File: src/rtl/blink_sequencer.sv
// blink_sequencer: drives the speed input and active-low reset of an LED blink counter.
// Under start/stop control it ramps the speed (mode 00: up/down loop, mode 01: up then hold) or
// tracks a fixed request (mode 1x). The emitted speed is never 0. The counter is held in reset for
// one cycle on every speed change, so its count can never already be past the new terminal value.
//
// Ports:
//   clk          system clock
//   rst          synchronous reset, active-high
//   start        1-cycle pulse, begin a sequence (ignored while busy or with stop)
//   stop         1-cycle pulse, abort the sequence (wins over start and over a step)
//   mode[1:0]    00 ramp up/down loop, 01 ramp up then hold, 1x fixed
//   fixed_speed  requested speed in fixed mode, clamped to MIN_SPEED..MAX_SPEED
//   speed        to counter speed input, always in MIN_SPEED..MAX_SPEED
//   cnt_rst_n    to counter rst_n, low outside DWELL
//   busy         high when not idle
//   step_pulse   1-cycle pulse on each speed change after the first load
//   loops        completed up/down ramps, saturating at 255
module blink_sequencer #(
  parameter int unsigned DWELL_CYCLES = 25_000_000,
  parameter int unsigned MIN_SPEED    = 1,
  parameter int unsigned MAX_SPEED    = 15
) (
  input  logic       clk,
  input  logic       rst,
  input  logic       start,
  input  logic       stop,
  input  logic [1:0] mode,
  input  logic [3:0] fixed_speed,
  output logic [3:0] speed,
  output logic       cnt_rst_n,
  output logic       busy,
  output logic       step_pulse,
  output logic [7:0] loops
);

  localparam int unsigned     TimerW    = $clog2(DWELL_CYCLES + 1);
  localparam logic [3:0]      MinSpd    = 4'(MIN_SPEED);
  localparam logic [3:0]      MaxSpd    = 4'(MAX_SPEED);
  localparam logic [TimerW-1:0] TimerLast = TimerW'(DWELL_CYCLES - 1);

  typedef enum logic [1:0] {StIdle, StLoad, StDwell} state_e;

  state_e            state_q, state_d;
  logic [TimerW-1:0] timer_q, timer_d;
  logic [3:0]        speed_q, speed_d;
  logic              dir_down_q, dir_down_d;
  logic [7:0]        loops_q, loops_d;
  logic [1:0]        mode_q, mode_d;
  logic              cnt_rst_n_q, cnt_rst_n_d;
  logic              busy_q, busy_d;
  logic              step_pulse_q, step_pulse_d;

  // Candidate values for the next dwell step, applied only when the speed actually changes
  logic [3:0]        nxt_speed;
  logic              nxt_dir_down;
  logic [7:0]        nxt_loops;

  function automatic logic [3:0] clamp_speed(input logic [3:0] x);
    if (x < MinSpd) return MinSpd;
    if (x > MaxSpd) return MaxSpd;
    return x;
  endfunction

  // State register
  always_ff @(posedge clk) begin
    if (rst) state_q <= StIdle;
    else     state_q <= state_d;
  end

  // Next-state and datapath
  always_comb begin
    state_d      = state_q;
    timer_d      = timer_q;
    speed_d      = speed_q;
    dir_down_d   = dir_down_q;
    loops_d      = loops_q;
    mode_d       = mode_q;
    nxt_speed    = speed_q;
    nxt_dir_down = dir_down_q;
    nxt_loops    = loops_q;

    // Direction flips on the step that lands on an end value, so each end speed is held
    // for one dwell only.
    if (mode_q[1]) begin
      nxt_speed = clamp_speed(fixed_speed);
    end else if (mode_q[0]) begin
      if (speed_q < MaxSpd) nxt_speed = speed_q + 4'd1;
    end else if (!dir_down_q) begin
      if (speed_q < MaxSpd) begin
        nxt_speed    = speed_q + 4'd1;
        nxt_dir_down = ((speed_q + 4'd1) == MaxSpd);
      end
    end else begin
      if (speed_q > MinSpd) begin
        nxt_speed = speed_q - 4'd1;
        if ((speed_q - 4'd1) == MinSpd) begin
          nxt_dir_down = 1'b0;
          if (loops_q != 8'hFF) nxt_loops = loops_q + 8'd1;
        end
      end
    end

    unique case (state_q)
      StIdle: begin
        if (start && !stop) begin
          mode_d     = mode;
          speed_d    = mode[1] ? clamp_speed(fixed_speed) : MinSpd;
          dir_down_d = 1'b0;
          timer_d    = '0;
          state_d    = StLoad;
        end
      end
      StLoad: begin
        timer_d = '0;
        state_d = StDwell;
      end
      StDwell: begin
        if (timer_q == TimerLast) begin
          timer_d = '0;
          if (nxt_speed != speed_q) begin
            speed_d    = nxt_speed;
            dir_down_d = nxt_dir_down;
            loops_d    = nxt_loops;
            state_d    = StLoad;
          end
        end else begin
          timer_d = timer_q + TimerW'(1);
        end
      end
      default: state_d = StIdle;
    endcase

    // Abort wins over any step taken this cycle; loops is kept.
    if (stop && (state_q != StIdle)) begin
      state_d    = StIdle;
      speed_d    = MinSpd;
      dir_down_d = 1'b0;
      timer_d    = '0;
      loops_d    = loops_q;
    end
  end

  // Output decode, computed from the next state so the outputs come straight from flops
  always_comb begin
    cnt_rst_n_d  = (state_d == StDwell);
    busy_d       = (state_d != StIdle);
    step_pulse_d = (state_q == StDwell) && (state_d == StLoad);
  end

  always_ff @(posedge clk) begin
    if (rst) begin
      timer_q      <= '0;
      speed_q      <= MinSpd;
      dir_down_q   <= 1'b0;
      loops_q      <= 8'd0;
      mode_q       <= 2'b00;
      cnt_rst_n_q  <= 1'b0;
      busy_q       <= 1'b0;
      step_pulse_q <= 1'b0;
    end else begin
      timer_q      <= timer_d;
      speed_q      <= speed_d;
      dir_down_q   <= dir_down_d;
      loops_q      <= loops_d;
      mode_q       <= mode_d;
      cnt_rst_n_q  <= cnt_rst_n_d;
      busy_q       <= busy_d;
      step_pulse_q <= step_pulse_d;
    end
  end

  assign speed      = speed_q;
  assign cnt_rst_n  = cnt_rst_n_q;
  assign busy       = busy_q;
  assign step_pulse = step_pulse_q;
  assign loops      = loops_q;

endmodule
File: config.mk
export PLATFORM = sky130hd
export DESIGN_NAME = blink_sequencer
export DESIGN_NICKNAME = d
export VERILOG_FILES = /design/src/rtl/blink_sequencer.sv
export SDC_FILE = /design/constraint.sdc
export NUM_CORES = 1
export LEC_CHECK = 0
export BUFFER_PORTS_ARGS = -buffer_cell sky130_fd_sc_hd__buf_2
export CAP_MARGIN = 40
export CORE_UTILIZATION = 52
export DETAILED_ROUTE_END_ITERATION = 16
export GPL_ROUTABILITY_DRIVEN = 1
export PLACE_DENSITY = 0.76
export SLEW_MARGIN = 15
export SYNTH_ARGS = -nofsm -noshare
export SYNTH_HDL_FRONTEND = slang
export SYNTH_SLANG_ARGS = --single-unit
File: constraint.sdc
create_clock -name clk -period 2.9 [get_ports clk]
set_clock_uncertainty 0.05 [all_clocks]
set_input_delay 0.58 -clock clk [delete_from_list [all_inputs] [get_ports clk]]
set_output_delay 0.58 -clock clk [all_outputs]
set_load 0.03 [all_outputs]
After elaboration in Yosys (flattened, before gate mapping)

Cells that the tools add are included.

Magnitude comparators: 4
Add/subtract/negate cells: 4
Reduce and logical (&&, ||, !) cells: 15
Bitwise gates (word level): 3
Equal/unequal tests: 14
Mux-type cells: 44

Operators with widths:

| operator                                           | number |
|---|---|
| case mux 25 bit (3 select lines)                   | 1 |
| 2-to-1 mux 4 bit                                   | 15 |
| 2-to-1 mux 25 bit                                  | 2 |
| adder 25 x 1 -> 25 bit, second input constant      | 1 |
| == test 25 bit, second input constant              | 1 |
| 2-to-1 mux 1 bit                                   | 19 |
| != test 2 bit, second input constant               | 5 |
| AND reduction 10 bit                               | 1 |
| adder 8 x 1 -> 8 bit, second input constant        | 1 |
| 2-to-1 mux 2 bit                                   | 4 |
| != test 8 bit, second input constant               | 1 |
| case mux 4 bit (2 select lines)                    | 1 |
| case mux 2 bit (3 select lines)                    | 1 |
| AND reduction 6 bit                                | 1 |
| nonzero test 2 bit                                 | 3 |
| adder 4 x 1 -> 4 bit, second input constant        | 1 |
| == test 2 x 1 -> 1 bit, second input constant      | 2 |
| == test 2 bit, second input constant               | 2 |
| == test 4 x 1 -> 1 bit, second input constant      | 1 |
| == test 4 bit, second input constant               | 1 |
| > comparator 4 x 1 -> 1 bit, second input constant | 1 |
| > comparator 4 bit, second input constant          | 1 |
| < comparator 4 x 1 -> 1 bit, second input constant | 1 |
| < comparator 4 bit, second input constant          | 1 |
| other kinds (11)                                   | 16 |

Word-level logic and storage cells: 93
Register bits: 45
Input bits: 10

Depth between registers and ports, before layout

Gate-level depths: netlist of the first run.

Depth in word-level cells: 15
Mapped depth: 10
Gate-level depth less buffers: 9

Worst setup path after synthesis of the first run

No wires, ideal clock.

Path kind: register to register
From: register speed_q[0] (netlist: speed[0])
To: register busy_q (netlist: busy)
Setup slack: 38 ps
Library setup time: 127 ps
Data required time: 2723 ps
Data arrival time: 2685 ps
Cell stages (with the launch flop): 10
Path through: dfxtp_1 -> clkbuf_1 -> inv_1 -> ha_1 -> xnor2_1 -> o221ai_2 -> a2111o_1 -> o21ai_4 -> nor3_2 -> or3_1

Cells in the longest elaborated chain, start to end: 11
Elaborated cells on any way between the ends: 15
Classes of those cells: add/sub (2); order compare (2); eq/ne (1); mux (9); reduce/logical (1)

RTL lines:

| item                                               | line       | RTL |
|---|---|---|
| from (decl)                                        | 45         | `logic [3:0] speed_q, speed_d;` |
| from (signal assigned)                             | 153        | `speed_q <= MinSpd;` |
| from (signal assigned)                             | 162        | `speed_q <= speed_d;` |
| adder 4 x 1 -> 4 bit, or another cell as far along | 87, 90     |  |
| 2-to-1 mux 4 bit, on equally long branches         | 87, 89, 94 |  |
| 2-to-1 mux 4 bit                                   | 88         | `end else if (!dir_down_q) begin` |
| 2-to-1 mux 4 bit                                   | 86         | `end else if (mode_q[0]) begin` |
| 2-to-1 mux 4 bit                                   | 84         | `if (mode_q[1]) begin` |
| != test 4 bit (*)                                  | 120        | `if (nxt_speed != speed_q) begin` |
| 2-to-1 mux 2 bit (*)                               | 120        |  |
| 2-to-1 mux 2 bit (*)                               | 118        | `if (timer_q == TimerLast) begin` |
| case mux 2 bit (3 select lines) (*)                | 103        | `unique case (state_q)` |
| 2-to-1 mux 2 bit (*)                               | 134        | `if (stop && (state_q != StIdle)) begin` |
| nonzero test 2 bit (*)                             | 146        | `busy_d = (state_d != StIdle);` |
| to (signal assigned)                               | 167        | `busy_q <= busy_d;` |
| to (decl)                                          | 50         | `logic busy_q, busy_d;` |

Every way passes the cells marked *; elsewhere a longest branch is shown, timed or not.
A chain may end at the register's enable or synchronous reset.

Worst setup path in the final report of the first run

Same ends and word-level chain as after synthesis.

==> flow_metrics.py, run 1 <==
metrics = {
    "run": {
        "maxCapViolations": 0,
    },
    "critical_path": {
        "crit_path_start_kind": "flop",
        "crit_path_max_fanout": 8,
        "crit_type": "reg -> reg",
        "path_buf_inv": 1,
        "crit_path_top_delay_cell": "dfxtp_1",
        "arrival_ps": 2950,
        "cp-end-kind": "flop",
        "crit_path_max_incr_delay_ps": 480,
        "cp_top_family": "compound AO/OA/AOI/OAI gates",
        "crit_chain": "inv_1, ha_1, xnor2_1, o221ai_2, a2111o_1, o21ai_4, nor3_2, or3_1",
        "required_ps": 3030,
    },
    "yosys": {
        "synth_cells": 334,
        "synth_top_area_share_pct": 33.5,
        "syn_area_um2": 2690,
        "yosysMostFrequentCell": "nor2_1",
        "avgSynthCellArea_um2": 8.05,
        "synth_commonest_cells": "nor2_1, dfxtp_1, nand2_1",
        "ys_ff_latch": 45,
        "yosysTopAreaCell": "dfxtp_1",
        "syn_nets": 350,
        "ys_types": 59,
        "synthTopCellsByArea": "dfxtp_1, nor2_1, xor2_1",
        "yosysSeqAreaShare_pct": 33.5,
        "ys.flop_type": "dfxtp_1",
        "async_reset_ff_share_pct": 0,
        "synth_edf_count": 0,
        "yosys_warnings": 0,
    },
    "timing": {
        "drv_slew": 0,
        "final-setup-viol-count": 0,
        "fin_ws_ps": 80.9,
        "finalCritPeriodShare_pct": 97.2,
        "hold_viol_final": 0,
        "fmax_ghz": 0.355,
        "period_needed_ps": 2820,
        "rsz0062_at_grt": "false",
        "hold-worst-slack_ps": 440,
        "relSlewSlack_pct": 53.3,
        "tightest_slew_ps": 693,
        "fin_setup_tns_ps": 0,
    },
    "floorplanning": {
        "dieHeight_um": 73.9,
        "core_um2": 4850,
        "start_util_pct": 55.5,
        "dieArea_um2": 5460,
        "die_w_um": 73.9,
        "rows": 25,
        "io_pins": 25,
    },
    "grt": {
        "grt.overflow.total": 0,
        "grt_pass1_vias": 2191,
        "grt_start_max_net_pins": 16,
        "antenna_found_initial": 0,
        "grt_util_all_layers_pct": 24.8,
        "grt_pass1_wl_um": 10600,
    },
    "clock_network": {
        "post_cts_buffers": 0,
        "clock_latency_ps": 290,
        "numCtsBuffers": 5,
        "tritoncts": "built",
        "cts_htree_levels": 2,
        "cts_root_buffer": "clkbuf_8",
        "ctsLongestPathBuffers": 2,
        "clk_pin_slew_ps": 80,
        "cts_sinks": 45,
    },
    "outcome": {
        "status": "complete, no violations",
    },
    "finish": {
        "fillCellCount": 438,
        "diodes": 0,
        "nets": 374,
        "drive_gt1_share_pct": 15.3,
        "seq_area_um2": 901,
        "multiInputGateArea_um2": 1690,
        "syn_to_final_growth_pct": 11.4,
        "postLayoutCoreUtil_pct": 61.8,
    },
    "worst_hold_path": {
        "hold_class": "reg -> reg",
    },
    "drt": {
        "avgRoutedWirePerCell_um": 15.0,
        "via_per_inst": 5.92,
        "num_vias": 2523,
        "final_antenna_net_count": 0,
        "drc_errors": 0,
        "drt_iter0_markers": 276,
        "firstDrtPassIters": 5,
        "drt-total-wl_um": 6410,
    },
    "pwr": {
        "p_int_uw": 896,
        "irDropWorstVdd_uv": 267,
        "power_uw": 1210,
        "total_leakage_power_uw": 0.00116,
        "p_sw_uw": 317,
        "power_frac_comb_pct": 12.9,
        "swShare_pct": 26.1,
        "power_density_nw_per_um2": 405,
        "seqPwrFrac_pct": 52.6,
        "pwr-share-clk_pct": 34.6,
    },
    "place": {
        "place_ws_ps": 166,
        "globalplace.congestion": 1.05,
        "port_buffers": 24,
        "detailed_place_hpwl_um": 4610,
    },
}
==> stage by stage <==
stage / instances / area (um^2)
6_report: 426 / 3000
5_1_grt: 426 / 3000
4_1_cts: 426 / 2990
3_5_place_dp: 418 / 2890
3_3_place_gp: 418 / 2890
2_1_floorplan: 334 / 2690
==> power groups by stage <==
stage,Combinational (uW),Sequential (uW),Clock [uW]
floorplan,100,654,0
global placement,153,652,0
detailed placement,153,652,0
CTS,154,637,430
global route,169,639,460
finish,156,638,420
==> worst paths after layout <==
| check | slack, ps | to | from | cells after the start |
|---|---|---|---|---|
| setup / recovery | 80 | busy$_SDFF_PP0_ | speed[0]$_SDFFE_PP1P_ | 8 |
| hold / removal | 440 | timer_q[22]$_SDFFE_PP0P_ | timer_q[22]$_SDFFE_PP0P_ | 1 |
| setup reg to reg | 80 | busy$_SDFF_PP0_ | speed[0]$_SDFFE_PP1P_ | 8 |
| hold reg to reg | 440 | timer_q[22]$_SDFFE_PP0P_ | timer_q[22]$_SDFFE_PP0P_ | 1 |
==> what timing repair did <==
item,CTS,global route
hold buffers,0,0
setup endpoints to repair,0,2
endpoints found under the hold margin,0,0
gates resized for setup,0,1
==> kinds of logic (layout without fill, tap and decap cells) <==
family	after synthesis	after routing	synth area share, %
flip-flops	45	45	33.5
buffers and inverters	25	50	3.95
AO/OA/AOI/OAI	73	73	19.8
multiplexers	6	6	2.23
AND/OR/NAND/NOR	157	157	30.6
XOR/XNOR	22	22	7.16
adder cells (fa/ha/maj)	6	6	2.79
==> cell usage in the layout, fill, tap and decap left out, types with 2 or more instances in the layout <==
cell       synthesis  layout
nor2_1            52      52
dfxtp_1           45      45
buf_2              4      24
nand2_1           22      22
o21ai_0           14      14
nand4_1           14      14
xor2_1            14      14
a21oi_1           13      13
nand3_1           12      12
inv_1              9       9
and3_1             9       9
buf_4              0       9
xnor2_1            8       8
clkbuf_8           0       7
nor2b_1            6       6
nand2b_1           6       6
mux2i_1            6       6
nor3_1             6       6
a311oi_1           6       6
ha_1               6       6
a211oi_1           5       5
or3_1              5       5
nor4_1             5       4
o21a_1             3       3
a2bb2oi_1          3       3
a31o_2             3       3
a31oi_1            3       3
or2_2              2       2
o21ai_1            2       2
nor3_2             2       2
a311o_1            2       2
and4b_1            2       2
or4_1              2       2
o211ai_1           2       2
nor4b_1            2       2
nand3b_1           2       2
a32oi_1            2       2
and2_1             2       2
==> sequential cells by signal (all words and copies together) (netlist names) <==
| register | cells |
|---|---|
| busy | 1 |
| cnt_rst_n | 1 |
| dir_down_q | 1 |
| loops | 8 |
| mode_q | 2 |
| speed | 4 |
| state_q | 2 |
| step_pulse | 1 |
| timer_q | 25 |
==> area by class of cell <==
cell class | instances | share of cell area [%]
sequential | 45 | 30.1
clock buffer | 7 | 3.22
clock inverter | 1 | 0.167
multi-input combinational | 264 | 56.4
timing repair buffer | 33 | 6.26
tap | 67 | 2.80
inverter | 9 | 1.13
==> routing by layer <==
metal / vias up / share of wire, % / global-route usage, %
li1: 1264 / - / -
met1: 1142 / 49 / 37.2
met2: 104 / 42 / 36.6
met3: 13 / 7.2 / 4.39
met4: 0 / 1.3 / 5.77
met5: - / 0 / 0
Note: power is estimated with default switching activity, not from simulation.
==> inputs of run 2 (changes only) <==
--- a/config.mk
+++ b/config.mk
@@ -6,7 +6,8 @@
 export NUM_CORES = 1
 export LEC_CHECK = 0
 export BUFFER_PORTS_ARGS = -buffer_cell sky130_fd_sc_hd__buf_2
-export CAP_MARGIN = 40
+export CAP_MARGIN = 20
+export CORE_MARGIN = 2
 export CORE_UTILIZATION = 52
 export DETAILED_ROUTE_END_ITERATION = 16
 export GPL_ROUTABILITY_DRIVEN = 1
==> run 2 against run 1 <==
Effect of this change:
- worst setup slack improved by 160 ps
- maximum frequency is 6.1% higher
- hold slack got worse by 0.59 ps
- critical endpoint is now speed[2]$_SDFFE_PP0P_
==> flow_metrics.py, run 2 (synthesis gave the netlist of run 1 again) <==
metrics = {
    "worst_hold_path": {
        "hold_class": "reg -> reg",
        "min_to": "timer_q[24]$_SDFFE_PP0P_",
        "whs_path_depth": 1,
        "hold_start": "timer_q[24]$_SDFFE_PP0P_",
    },
    "run": {
        "maxCapViolations": 0,
    },
    "finish": {
        "largest-register": "timer_q",
        "final_cell_mix": "nor2_1, dfxtp_1, buf_2",
        "final_cells": 428,
        "drive_gt1_share_pct": 15.4,
        "largest_reg_flops": 25,
        "multiInputGateArea_um2": 1690,
        "seq_area_um2": 903,
        "diodes": 0,
        "nets": 373,
        "fillCellCount": 449,
        "layout_commonest_cell": "nor2_1",
        "syn_to_final_growth_pct": 11.9,
    },
    "place": {
        "globalplace.congestion": 0.942,
        "dp_cells": 420,
        "detailed_place_hpwl_um": 4490,
        "port_buffers": 24,
    },
    "timing": {
        "relSlewSlack_pct": 56.7,
        "hold-worst-slack_ps": 440,
        "drv_slew": 0,
        "hold_viol_final": 0,
        "fmax_ghz": 0.376,
        "finalCritPeriodShare_pct": 91.6,
        "final-setup-viol-count": 0,
        "fin_setup_tns_ps": 0,
        "period_needed_ps": 2660,
        "tightest_slew_ps": 647,
        "rsz0062_at_grt": "false",
    },
    "grt": {
        "use_met2_pct": 34.1,
        "antenna_found_initial": 0,
        "grt_pass1_wl_um": 10600,
        "grt_util_all_layers_pct": 22.3,
        "top_usage_layer": "met2",
        "use_met3_pct": 4.52,
        "met1_usage_pct": 32.2,
        "grt.overflow.total": 0,
        "grt_pass1_vias": 2254,
        "grt_start_max_net_pins": 16,
    },
    "clock_network": {
        "clock_latency_ps": 300,
        "cts_htree_levels": 2,
        "numCtsBuffers": 5,
        "cts_root_buffer": "clkbuf_8",
        "tritoncts": "built",
        "ctsLongestPathBuffers": 2,
        "clk_pin_slew_ps": 80,
        "holdBufCountCts": 0,
        "cts_sinks": 45,
    },
    "drt": {
        "num_vias": 2554,
        "drc_errors": 0,
        "final_antenna_net_count": 0,
        "via_per_inst": 5.97,
        "drt_iter0_markers": 322,
        "avgRoutedWirePerCell_um": 14.7,
        "drt-total-wl_um": 6310,
        "firstDrtPassIters": 6,
    },
    "outcome": {
        "status": "complete, no violations",
    },
    "critical_path": {
        "rrSetupSlack_ps": 240,
        "cp-end-kind": "flop",
        "path_buf_inv": 1,
        "crit_chain": "inv_1, ha_1, xnor2_1, o221ai_2, a2111o_1, o21ai_4, a222oi_1, a311oi_1",
        "timing.rr.start": "speed[0]$_SDFFE_PP1P_",
        "crit_path_max_incr_delay_ps": 470,
        "required_ps": 3030,
        "crit_path_max_fanout": 9,
        "cp_top_family": "compound AO/OA/AOI/OAI gates",
        "r2r_end": "speed[2]$_SDFFE_PP0P_",
        "r2r_cells": 8,
        "arrival_ps": 2790,
        "crit_path_top_delay_cell": "a2111o_1",
        "crit_path_start_kind": "flop",
        "crit_type": "reg -> reg",
    },
    "floorplanning": {
        "die_w_um": 75.9,
        "core_um2": 5040,
        "start_util_pct": 53.3,
        "dieArea_um2": 5760,
        "io_pins": 25,
        "dieHeight_um": 75.9,
        "rows": 26,
    },
    "pwr": {
        "irDropWorstVdd_uv": 265,
        "total_leakage_power_uw": 0.00116,
        "power_density_nw_per_um2": 426,
    },
}
run 2: area by class of cell:
cell class,count,share of cell area [%]
multi-input cells,264,56.1
well taps,70,2.91
clock inverters,1,0.998
flip-flops and latches,45,30.0
inverters,9,1.12
clock buffers,7,2.87
repair buffers,32,5.99
run 2: where the power goes:
part / switching [uW] / internal (uW) / total (uW) / leakage (uW)
sequential: 13.4 / 625 / 639 / 0.000363
clock: 212 / 281 / 493 / 0.0000585
combinational: 97.0 / 54.8 / 152 / 0.000739
total: 323 / 961 / 1280 / 0.00116
run 2: worst max-delay path by stage:
stage	startpoint	to	slack, ps	cells after the start
global route	speed[0]$_SDFFE_PP1P_	speed[2]$_SDFFE_PP0P_	60	9
global placement	speed[1]$_SDFFE_PP0P_	busy$_SDFF_PP0_	220	9
finish	speed[0]$_SDFFE_PP1P_	speed[2]$_SDFFE_PP0P_	240	8
floorplan	speed[0]$_SDFFE_PP1P_	busy$_SDFF_PP0_	40	9
CTS	speed[0]$_SDFFE_PP1P_	busy$_SDFF_PP0_	140	9
detailed placement	speed[0]$_SDFFE_PP1P_	busy$_SDFF_PP0_	140	9
run 2: repair_timing:
action	in CTS	in global routing
resized for setup	0	3
endpoints found under the setup margin	0	2
setup buffers	0	0
hold endpoints to repair	0	0
run 2: layer usage:
layer	vias to the layer above	part of all wire, %
met5	-	0
met3	5	7.0
met2	93	45
met4	0	1.0
met1	1188	47
li1	1268	-
run 2: per-stage QoR:
step           utilization (%)  worst slack (ps)  area, um^2  power, uW
2_1_floorplan                -              38.4        2690        755
3_3_place_gp              57.2               216        2890        801
3_5_place_dp              57.2               139        2890        801
4_1_cts                   59.5               142        3000       1290
5_1_grt                   59.7              57.6        3010       1340
6_report                  59.7               242        3010       1280
run 2: worst reg2reg max path, delay by kind of cell, from the launching register on:
family          cells  cell delay (ps)
compound gates      5             1320
xor+xnor            1              270
fa+ha+maj           1              340
buf+inv             1              110
flops               1              440
==> inputs of run 3 (changes only) <==
--- a/config.mk
+++ b/config.mk
@@ -7,6 +7,7 @@
 export LEC_CHECK = 0
 export BUFFER_PORTS_ARGS = -buffer_cell sky130_fd_sc_hd__buf_2
 export CAP_MARGIN = 20
+export CORE_ASPECT_RATIO = 1.4
 export CORE_MARGIN = 2
 export CORE_UTILIZATION = 52
 export DETAILED_ROUTE_END_ITERATION = 16
==> run 3 against run 2 <==
Effect of this change:
- hold slack worse by 4.1 ps
- sequential cell count unchanged
- non-clock buffer count up 1
- register-to-register slack about the same
- clock power down 15%
- wire length up 2.5%
- first-iteration DRC count down 46%
- combinational power about the same
- critical endpoint is now busy$_SDFF_PP0_
==> flow_metrics.py, run 3 (synthesis gave the netlist of run 1 again) <==
metrics = {
    "critical_path": {
        "r2r_cells": 9,
        "crit_path_top_delay_cell": "dfxtp_1",
        "path_buf_inv": 1,
        "rrSetupSlack_ps": 240,
        "r2r_end": "busy$_SDFF_PP0_",
        "crit_path_max_incr_delay_ps": 380,
        "cp_top_family": "compound AO/OA/AOI/OAI gates",
        "cp-end-kind": "flop",
        "crit_path_max_fanout": 4,
        "arrival_ps": 2790,
        "crit_chain": "inv_1, ha_1, o21bai_1, nor3_2, nor4_1, a311o_1, o21ai_0, a31o_2, or3_1",
        "crit_path_start_kind": "flop",
        "required_ps": 3030,
        "timing.rr.start": "speed[0]$_SDFFE_PP1P_",
        "crit_type": "reg -> reg",
    },
    "drt": {
        "num_vias": 2543,
        "wl_met3_um": 200,
        "routed.top_layer": "met4",
        "firstDrtPassIters": 4,
        "drt-total-wl_um": 6470,
        "wl_met2_um": 3320,
        "avgRoutedWirePerCell_um": 15.2,
        "drt_iter0_markers": 173,
        "drc_errors": 0,
        "wl_met1_um": 2620,
        "final_antenna_net_count": 0,
        "via_per_inst": 5.98,
    },
    "clock_network": {
        "tritoncts": "built",
        "clk_pin_slew_ps": 80,
        "cts_root_buffer": "clkbuf_8",
        "ctsLongestPathBuffers": 2,
        "holdBufCountCts": 0,
        "cts.repair.resized": 0,
        "numCtsBuffers": 5,
        "post_cts_buffers": 0,
        "cts_htree_levels": 2,
        "clock_latency_ps": 290,
        "cts_sinks": 45,
    },
    "place": {
        "globalplace.congestion": 0.976,
        "place_area_um2": 2890,
        "port_buffers": 24,
        "detailed_place_hpwl_um": 4930,
    },
    "floorplanning": {
        "rows": 31,
        "core_um2": 5080,
        "start_util_pct": 52.9,
        "io_pins": 25,
        "dieHeight_um": 89.1,
        "dieArea_um2": 5770,
        "die_w_um": 64.8,
    },
    "pwr": {
        "pwr-share-clk_pct": 34.7,
        "seqPwrFrac_pct": 52.6,
        "total_leakage_power_uw": 0.00116,
        "power_frac_comb_pct": 12.7,
        "p_int_uw": 895,
        "p_sw_uw": 316,
        "swShare_pct": 26.1,
        "power_density_nw_per_um2": 405,
        "irDropWorstVdd_uv": 266,
    },
    "worst_hold_path": {
        "whs_path_depth": 1,
        "hold_class": "reg -> reg",
        "min_to": "timer_q[24]$_SDFFE_PP0P_",
        "hold_start": "timer_q[24]$_SDFFE_PP0P_",
    },
    "timing": {
        "finalCritPeriodShare_pct": 91.8,
        "fin_setup_tns_ps": 0,
        "period_needed_ps": 2660,
        "tightest_slew_ps": 719,
        "relSlewSlack_pct": 52.1,
        "rsz0062_at_grt": "false",
        "hold_viol_final": 0,
        "hold-worst-slack_ps": 435,
        "drv_slew": 0,
        "fmax_ghz": 0.376,
        "final-setup-viol-count": 0,
    },
    "finish": {
        "diodes": 0,
        "syn_to_final_growth_pct": 11.1,
        "final_cell_mix": "nor2_1, dfxtp_1, buf_2",
        "nets": 374,
        "largest-register": "timer_q",
        "finalInstanceArea_um2": 2990,
        "seq_area_um2": 901,
        "drive_gt1_share_pct": 15.0,
        "fillCellCount": 471,
        "multiInputGateArea_um2": 1680,
        "layout_commonest_cell": "nor2_1",
        "largest_reg_flops": 25,
    },
    "grt": {
        "grt_pass1_wl_um": 10900,
        "antenna_found_initial": 0,
        "grt_util_all_layers_pct": 24.1,
        "grt_start_max_net_pins": 16,
        "grt.overflow.total": 0,
        "grt_pass1_vias": 2430,
    },
    "run": {
        "maxCapViolations": 0,
    },
    "outcome": {
        "status": "complete, no violations",
    },
}
run 3: changes by cell type in the layout (fill, tap and decap cells not counted):
| cell | previous run | this run |
|---|---|---|
| buf_4 | 8 | 9 |
| bufinv_16 | 1 | 0 |
| clkbuf_1 | 1 | 0 |
| clkbuf_8 | 6 | 7 |
| clkinv_2 | 0 | 1 |
| dfxtp_1 | 43 | 45 |
| dfxtp_2 | 2 | 0 |
| nor4_1 | 4 | 5 |
| nor4_2 | 1 | 0 |
run 3: how the worst max path moves through the flow:
stage / start / end / slack, ps / depth (start not counted)
2_1_floorplan: speed[0]$_SDFFE_PP1P_ / busy$_SDFF_PP0_ / 40 / 9
3_3_place_gp: fixed_speed[2] / busy$_SDFF_PP0_ / 320 / 8
3_5_place_dp: fixed_speed[2] / busy$_SDFF_PP0_ / 270 / 8
4_1_cts: speed[0]$_SDFFE_PP1P_ / busy$_SDFF_PP0_ / 240 / 9
5_1_grt: speed[0]$_SDFFE_PP1P_ / loops[4]$_SDFFE_PP0P_ / 40 / 10
6_report: speed[0]$_SDFFE_PP1P_ / busy$_SDFF_PP0_ / 240 / 9
run 3: per-stage QoR:
| stage | util (%) | std cells | setup slack (ps) | power (uW) |
|---|---|---|---|---|
| after floorplan | - | 334 | 38.4 | 755 |
| after global placement | 56.8 | 417 | 323 | 802 |
| after detailed placement | 56.8 | 417 | 266 | 804 |
| after CTS | 58.8 | 425 | 244 | 1220 |
| after global routing | 58.8 | 425 | 35.4 | 1270 |
| final | 58.8 | 425 | 238 | 1210 |
run 3: layout make-up:
type                    count  area share (%)
well taps                  66            2.76
inverters                   9            1.13
flip-flops and latches     45            30.1
repair buffers             33            6.28
clock inverters             1           0.167
clock buffers               7            3.22
multi-input cells         264            56.3
run 3: power groups by stage:
stage          Clock (uW)  Sequential, uW  Combinational [uW]
3_5_place_dp            0             651                 152
4_1_cts               430             637                 153
5_1_grt               460             639                 170
2_1_floorplan           0             654                 100
6_report              420             637                 154
3_3_place_gp            0             651                 151
run 3: metal layers:
metal / vias to the layer above / GRT usage (%)
met3: 25 / 2.90
met1: 1194 / 25.4
met5: - / 0
met2: 62 / 45.0
met4: 0 / 15.7
li1: 1262 / -
run 3: worst reg2reg max path: cells and delay by family (launching register included):
| family | cells | cell delay [ps] |
|---|---|---|
| compound gates | 4 | 1080 |
| simple gates | 3 | 720 |
| fa+ha+maj | 1 | 220 |
| buf+inv | 1 | 100 |
| flops | 1 | 380 |
